`src/rtl/uart_tx_fifo.sv`:
```
// Transmit FIFO and start/done sequencer feeding a UART transmitter.
// Bytes are pushed at clock rate and released one per tx_start/tx_done handshake.
module uart_tx_fifo #(
  parameter int DBIT   = 8,
  parameter int ADDR_W = 4
) (
  input  logic              clk,
  input  logic              reset,
  input  logic              wr,
  input  logic [DBIT-1:0]   w_data,
  input  logic              tx_done,
  output logic              tx_start,
  output logic [DBIT-1:0]   tx_data,
  output logic              full,
  output logic              empty,
  output logic [ADDR_W:0]   count,
  output logic              overflow
);

  localparam logic [0:0]        ST_IDLE = 1'b0;
  localparam logic [0:0]        ST_BUSY = 1'b1;
  localparam logic [ADDR_W:0]   DEPTH   = {1'b1, {ADDR_W{1'b0}}};
  localparam logic [ADDR_W:0]   CNT_ONE = {{ADDR_W{1'b0}}, 1'b1};
  localparam logic [ADDR_W-1:0] PTR_ONE = {{(ADDR_W-1){1'b0}}, 1'b1};

  logic [DBIT-1:0]   mem_q [0:(1<<ADDR_W)-1];

  logic [0:0]        state_q,    state_d;
  logic [ADDR_W-1:0] wr_ptr_q,   wr_ptr_d;
  logic [ADDR_W-1:0] rd_ptr_q,   rd_ptr_d;
  logic [ADDR_W:0]   count_q,    count_d;
  logic              tx_start_q, tx_start_d;
  logic [DBIT-1:0]   tx_data_q,  tx_data_d;
  logic              overflow_q, overflow_d;
  logic              push, pop;

  // Fullness and emptiness come from pre-edge occupancy, so a pop never frees room for a same-cycle push.
  assign full  = (count_q == DEPTH);
  assign empty = (count_q == '0);
  assign push  = wr && !full;
  assign pop   = (state_q == ST_IDLE) && !empty;

  always_comb begin
    state_d    = state_q;
    wr_ptr_d   = wr_ptr_q;
    rd_ptr_d   = rd_ptr_q;
    count_d    = count_q;
    tx_data_d  = tx_data_q;
    tx_start_d = 1'b0;
    overflow_d = wr && full;

    if (push) begin
      wr_ptr_d = wr_ptr_q + PTR_ONE;
    end

    case (state_q)
      ST_IDLE: begin
        if (pop) begin
          tx_data_d  = mem_q[rd_ptr_q];
          rd_ptr_d   = rd_ptr_q + PTR_ONE;
          tx_start_d = 1'b1;
          state_d    = ST_BUSY;
        end
      end
      default: begin
        if (tx_done) begin
          state_d = ST_IDLE;
        end
      end
    endcase

    case ({push, pop})
      2'b10:   count_d = count_q + CNT_ONE;
      2'b01:   count_d = count_q - CNT_ONE;
      default: count_d = count_q;
    endcase
  end

  always_ff @(posedge clk or negedge reset) begin
    if (!reset) begin
      state_q    <= ST_IDLE;
      wr_ptr_q   <= '0;
      rd_ptr_q   <= '0;
      count_q    <= '0;
      tx_start_q <= 1'b0;
      tx_data_q  <= '0;
      overflow_q <= 1'b0;
    end else begin
      state_q    <= state_d;
      wr_ptr_q   <= wr_ptr_d;
      rd_ptr_q   <= rd_ptr_d;
      count_q    <= count_d;
      tx_start_q <= tx_start_d;
      tx_data_q  <= tx_data_d;
      overflow_q <= overflow_d;
    end
  end

  // Storage is deliberately left out of reset; only the pointers define valid contents.
  always_ff @(posedge clk) begin
    if (push) begin
      mem_q[wr_ptr_q] <= w_data;
    end
  end

  assign tx_start = tx_start_q;
  assign tx_data  = tx_data_q;
  assign count    = count_q;
  assign overflow = overflow_q;

endmodule

```
`config.mk`:
```
export PLATFORM = sky130hd
export DESIGN_NAME = uart_tx_fifo
export DESIGN_NICKNAME = d
export VERILOG_FILES = /design/src/rtl/uart_tx_fifo.sv
export SDC_FILE = /design/constraint.sdc
export NUM_CORES = 1
export LEC_CHECK = 0
export CORE_ASPECT_RATIO = 0.9
export CORE_UTILIZATION = 50
export CTS_BUF_LIST = sky130_fd_sc_hd__clkbuf_4 sky130_fd_sc_hd__clkbuf_8 sky130_fd_sc_hd__clkbuf_16
export DETAILED_ROUTE_END_ITERATION = 10
export PLACE_DENSITY = 0.68
export SETUP_SLACK_MARGIN = 0.1
export SLEW_MARGIN = 40
export SYNTH_ARGS = -nofsm -noshare
export SYNTH_HDL_FRONTEND = slang
export SYNTH_SLANG_ARGS = --single-unit
```
`constraint.sdc`:
```
create_clock -name clk -period 8.9 [get_ports clk]
set_clock_uncertainty 0.1 [all_clocks]
set_input_delay 1.78 -clock clk [delete_from_list [all_inputs] [get_ports clk]]
set_output_delay 1.78 -clock clk [all_outputs]
set_load 0.01 [all_outputs]
```
==> results of run 1 <==
## per-stage QoR
stage / hold slack (ns) / setup slack (ns)
after floorplan: 0.368 / 5.15
after global placement: 0.368 / 4.50
after detailed placement: 0.374 / 4.45
after CTS: 0.391 / 4.87
after global routing: 0.436 / 4.70
final: 0.388 / 4.87
## cells in the mapped netlist
master / n / area (µm²)
mux4_2: 32 / 721
buf_6: 3 / 33.8
nand2_1: 20 / 75.1
or3b_1: 1 / 8.76
clkbuf_1: 2 / 7.51
inv_4: 1 / 6.26
or3_1: 1 / 6.26
a311oi_1: 1 / 8.76
mux2i_1: 16 / 160
a21oi_1: 2 / 10.0
ha_1: 9 / 113
a2111oi_2: 1 / 15.0
o221ai_1: 7 / 61.3
nand2_2: 1 / 6.26
fa_1: 1 / 20.0
nand2_4: 1 / 11.3
and2_1: 1 / 6.26
and2b_2: 1 / 8.76
inv_1: 9 / 33.8
nand2b_1: 2 / 12.5
xnor2_1: 8 / 70.1
buf_1: 1 / 3.75
and3_1: 1 / 6.26
o21ai_0: 5 / 25.0
xor2_1: 2 / 17.5
nor3_1: 4 / 20.0
nand4_1: 2 / 12.5
buf_2: 7 / 35.0
nor4_2: 1 / 12.5
nand3_1: 1 / 5.00
buf_4: 3 / 22.5
or2_4: 1 / 8.76
nor2_1: 13 / 48.8
a21o_1: 1 / 7.51
edfxtp_1: 128 / 3840
dfrtp_1: 24 / 601
nor2b_1: 2 / 12.5
## where the power goes
| group | total [µW] | internal (µW) | switching (µW) |
|---|---|---|---|
| clock | 679 | 414 | 265 |
| sequential | 954 | 887 | 66.4 |
| combinational | 676 | 324 | 352 |
| total | 2310 | 1630 | 683 |
## critical path, cell delays in order
cell and delay (ns):
clkdlybuf4s50_1 0.47, and2_1 0.34, inv_1 0.09, ha_1 0.26
ha_1 0.33, nor2b_1 0.14, o21ai_0 0.22, a21oi_1 0.10
or3b_1 0.37, xnor2_1 0.13
## placed cells by master (no fill, tap or decap), types with 9 or more instances in the layout
| master | netlist | routed |
|---|---|---|
| edfxtp_1 | 128 | 128 |
| mux4_2 | 32 | 32 |
| clkdlybuf4s50_1 | 0 | 28 |
| dfrtp_1 | 24 | 24 |
| nand2_1 | 20 | 20 |
| clkbuf_16 | 0 | 19 |
| mux2i_1 | 16 | 16 |
| nor2_2 | 0 | 10 |
| inv_1 | 9 | 9 |
| ha_1 | 9 | 9 |
## how the worst min path moves through the flow
stage               depth (start not counted)                      to                   start
finish                                      2  tx_data[2]$_DFFE_PN0P_  tx_data[2]$_DFFE_PN0P_
global route                                2  tx_data[2]$_DFFE_PN0P_  tx_data[2]$_DFFE_PN0P_
detailed placement                          2  tx_data[2]$_DFFE_PN0P_  tx_data[2]$_DFFE_PN0P_
floorplan                                   1       state_q$_DFF_PN0_       state_q$_DFF_PN0_
CTS                                         2  tx_data[2]$_DFFE_PN0P_  tx_data[2]$_DFFE_PN0P_
global placement                            2  tx_data[6]$_DFFE_PN0P_  tx_data[6]$_DFFE_PN0P_
## flip-flops by register name, indices dropped and copies added (netlist names)
| name | flops |
|---|---|
| mem_q | 128 |
| tx_data | 8 |
| count | 5 |
| rd_ptr_q | 4 |
| wr_ptr_q | 4 |
| overflow | 1 |
| state_q | 1 |
| tx_start | 1 |
## routing by layer
metal  GRT usage, %  up-vias  share of wire (%)
li1               -     1316                  -
met2           29.7      108                 47
met4           5.77        0               0.95
met1           27.4     1485                 45
met3           6.49       12                7.5
met5              0        -                  0
## kinds of logic after synthesis
kind of cell	share of synthesized area, %
compound gates	2.10
xor+xnor	1.44
fa+ha+maj	2.18
buf+inv	2.35
flops	73.1
mux	14.5
simple gates	4.30
## area by class of cell
| type | count | area share [%] |
|---|---|---|
| clock inverters | 7 | 0.546 |
| flip-flops and latches | 152 | 62.6 |
| well taps | 156 | 2.75 |
| clock buffers | 25 | 7.51 |
| repair buffers | 33 | 4.48 |
| inverters | 10 | 0.564 |
| multi-input cells | 138 | 21.6 |
==> out/results.txt, run 1 <==
status = completed
Die Ht = 107 µm
GP Congestion = 0.779
Filler cells = 809
postcts setup bufs = 0
count of endpoints failing hold in the final timing report = 0
global-route usage over all layers = 19.6%
DIE AREA = 12600 µm²
count of state elements after synthesis = 152
number of sinks handled by clock tree synthesis = 152
net total in the final layout = 374
RR Startpoint = count[1]$_DFFE_PN0P_
area of the core = 11600 µm²
count of synthesis-stage warnings from yosys = 0
setup slack of the worst register-to-register path = 5.77 ns
R2R Path End = count[4]$_DFFE_PN0P_
distinct cell type count of the synthesized netlist = 37
Post-DP Area = 6520 µm²
CP startpoint kind = input pin
area taken by flip-flops and latches = 4440 µm²
Setup-failing EPs final = 0
area of combinational cells with multiple inputs = 1530 µm²
count of cells along the worst register-to-register path = 11
final instance count without filler cells = 521
via count of the first global-routing pass = 2961
element type at the critical path end = flop
total number of vias = 2921
post-layout minimum cycle time = 4.03 ns
worst hold path type = reg2reg
number of antenna diodes = 0
Syn Inst Count = 316
Detail Route Antenna Nets = 0
insertion delay of the later-clocked pin in the worst-skew pair = 0.42 ns
first-pass GRT wire length = 17300 µm
net count after synthesis = 338
placed cell count = 489
gr ovfl total = 0
leakage power total = 0.00245 µW
top fanout value on the critical path = 9
setup repair after global routing missed its margin = no
# rows = 37
CP Capture Point = count[4]$_DFFE_PN0P_
count of port buffers added during placement = 28
Setup TNS Final = 0 ns
number of remaining DRC errors = 0
cell area after technology mapping = 6080 µm²
fraction of the yosys area taken by sequential cells = 73.1%
Boundary Pins = 29
number of cells upsized or downsized after cts = 0
clock buffer depth = 2
average instance area after synthesis = 19.2 µm²
f_max = 0.248 GHz
Detailed Route Iter0 Violations = 213
post-DR vias/cell = 5.61
Non-Filler Cell Area, Final = 7100 µm²
half-perimeter wire length of the detailed placement result = 6920 µm
max-capacitance violation count = 0
count of hold-fix buffers inserted at cts = 0
root buf cell = clkbuf_16
critical path launch point = wr
CP Class = in2reg
TritonCTS clock tree = yes
initial core utilization = 52.3%
fraction of the core area covered by cells at the end of the flow = 61.1%
wirelength, routed = 11200 µm
synthesis-to-finish area growth = 16.8%
final critical-path share of the clock period = 45.3%
final-report max-slew violation count = 0
Max transition margin = 42.9%
Worst Tran Pin Value = 0.853 ns
number of antenna violations at the first check in global routing = 0
arrival time at the worst endpoint = 4.24 ns
CTS H-tree depth = 4
First-pass DRT Iterations = 4
die boundary width = 118 µm
clock-pin slew reported for the worst setup and hold paths after clock tree synthesis = 0.06 ns
drt wl/cell = 21.5 µm
overall power after layout = 2310 µW
pin count of the biggest net entering global routing = 35
required arrival time at the worst endpoint = 9.10 ns
share of post-route cells with drive strength above 1 = 24.4%
Num CTS Buffers = 17
Peak supply drop = 0.164 mV
power density normalized to cell area = 325 nW/µm²
No activity file was read; power rests on OpenSTA's default activity.
==> run 2: changes to the inputs <==
PLACE_DENSITY = 0.71   (was 0.68)
clock period = 3.28 ns   (was 8.9 ns; I/O delays follow)
==> out/results.txt, run 2 (synthesized netlist as in run 1, its figures left out) <==
Setup TNS Final = 0 ns
top library cells by usage in the layout, fill and taps aside = edfxtp_1, mux4_2, buf_4
number of flip-flops under the largest register name = 128
R2R Path End = count[4]$_DFFE_PN0P_
final-report max-slew violation count = 0
overall power after layout = 6460 µW
synthesis-to-finish area growth = 20.0%
CP Class = reg2reg
count of port buffers added during placement = 28
global-route usage over all layers = 20.1%
combined buffer and inverter count along the critical path = 1
Detailed Route Iter0 Violations = 223
Setup-failing EPs final = 0
CP startpoint kind = flop
Worst Tran Pin Value = 0.549 ns
worst-path cell chain = nor4_4 -> and2b_2 -> or2_4 -> inv_4 -> ha_1 -> ha_1 -> nor2b_1 -> o21ai_0 -> a21oi_1 -> or3b_1 -> xnor2_1
RR Startpoint = count[1]$_DFFE_PN0P_
Boundary Pins = 29
DIE AREA = 12600 µm²
max-capacitance violation count = 0
count of hold-fix buffers inserted at cts = 0
register with the highest flop count = mem_q
required arrival time at the worst endpoint = 3.48 ns
critical path's top delay family = simple AND/OR/NAND/NOR gates
number of antenna diodes = 0
CTS H-tree depth = 4
First-pass DRT Iterations = 5
clock buffer depth = 2
setup repair after global routing missed its margin = no
Non-Filler Cell Area, Final = 7290 µm²
arrival time at the worst endpoint = 3.19 ns
f_max = 0.334 GHz
die boundary width = 118 µm
half-perimeter wire length of the detailed placement result = 7420 µm
number of antenna violations at the first check in global routing = 0
initial core utilization = 52.3%
Max transition margin = 63.3%
critical path depth in cells = 11
element type at the critical path end = flop
power density normalized to cell area = 885 nW/µm²
setup slack of the worst register-to-register path = 0.29 ns
number of sinks handled by clock tree synthesis = 152
worst hold path type = reg2reg
most common cell after layout, fill and taps aside = edfxtp_1
most prevalent standard cell on the critical path = ha_1
first-pass GRT wire length = 17900 µm
Post-DP Area = 6650 µm²
slowest cell on the critical path = dfrtp_1
share of post-route cells with drive strength above 1 = 25.6%
wirelength, routed = 11400 µm
Die Ht = 107 µm
count of endpoints failing hold in the final timing report = 0
clock-pin slew reported for the worst setup and hold paths after clock tree synthesis = 0.06 ns
# rows = 37
Peak supply drop = 0.586 mV
area of the core = 11600 µm²
status = completed
worst slack after detailed placement = 0.174 ns
final critical-path share of the clock period = 91.2%
maximum cell stage delay along the critical path = 0.45 ns
Detail Route Antenna Nets = 0
count of cells along the worst register-to-register path = 11
root buf cell = clkbuf_16
post-DR vias/cell = 5.55
hold endpoint = state_q$_DFF_PN0_
leakage power total = 0.00258 µW
drt wl/cell = 20.9 µm
post-layout minimum cycle time = 2.99 ns
net total in the final layout = 400
GP Congestion = 0.735
number of remaining DRC errors = 0
TritonCTS clock tree = yes
Num CTS Buffers = 17
critical hold path startpoint = state_q$_DFF_PN0_
gr ovfl total = 0
total number of vias = 3034
top fanout value on the critical path = 7
via count of the first global-routing pass = 3195
Setup WS post-layout = 0.289 ns
cell count of the worst hold path = 1
pin count of the biggest net entering global routing = 27
insertion delay of the later-clocked pin in the worst-skew pair = 0.42 ns
## run 2: cell count changes in the layout (fill, tap and decap cells not counted), sizes merged
cell,delta
clkinvlp,+4
clkinv,-1
bufinv,+3
inv,+2
clkbuf,-8
buf,+26
## run 2: what timing repair did
action                                  in CTS  in global routing
setup buffers                                0                  4
gates resized for setup                      0                  1
endpoints found under the setup margin       0                  1
## run 2: metrics by stage
step	utilization, %	cells	hold WS (ns)
after floorplan	-	316	0.260
after detailed placement	57.3	511	0.388
final	62.8	547	0.397
after global routing	62.8	547	0.426
after CTS	62.4	543	0.406
after global placement	57.3	511	0.383
## run 2: power by group
group	internal (µW)	switching (µW)
sequential	2400	226
clock	1200	762
combinational	950	917
total	4550	1910
## run 2: layout make-up
type                       instances  area [µm²]
clock buffer                      17         425
clock inverter                    15         175
fill                             811        4330
inverter                          10        40.0
multi-input combinational        138        1500
sequential                       152        4440
tap                              156         195
timing repair buffer              59         513
## run 2: layer usage
layer,vias up,track usage [%],share of wire (%),wire length (µm)
li1,1363,-,-,-
met1,1569,26.1,43,4870
met2,88,32.8,50,5710
met3,14,5.64,5.9,678
met4,0,7.51,1.3,144
met5,-,0,0,0
## run 2: how the worst max path moves through the flow
stage | from | to | slack, ns
6_report | count[1]$_DFFE_PN0P_ | count[4]$_DFFE_PN0P_ | 0.29
5_1_grt | count[1]$_DFFE_PN0P_ | count[4]$_DFFE_PN0P_ | 0.11
4_1_cts | count[1]$_DFFE_PN0P_ | count[4]$_DFFE_PN0P_ | 0.17
3_5_place_dp | count[1]$_DFFE_PN0P_ | count[4]$_DFFE_PN0P_ | 0.17
3_3_place_gp | count[1]$_DFFE_PN0P_ | count[4]$_DFFE_PN0P_ | 0.26
2_1_floorplan | count[1]$_DFFE_PN0P_ | count[4]$_DFFE_PN0P_ | 0.43
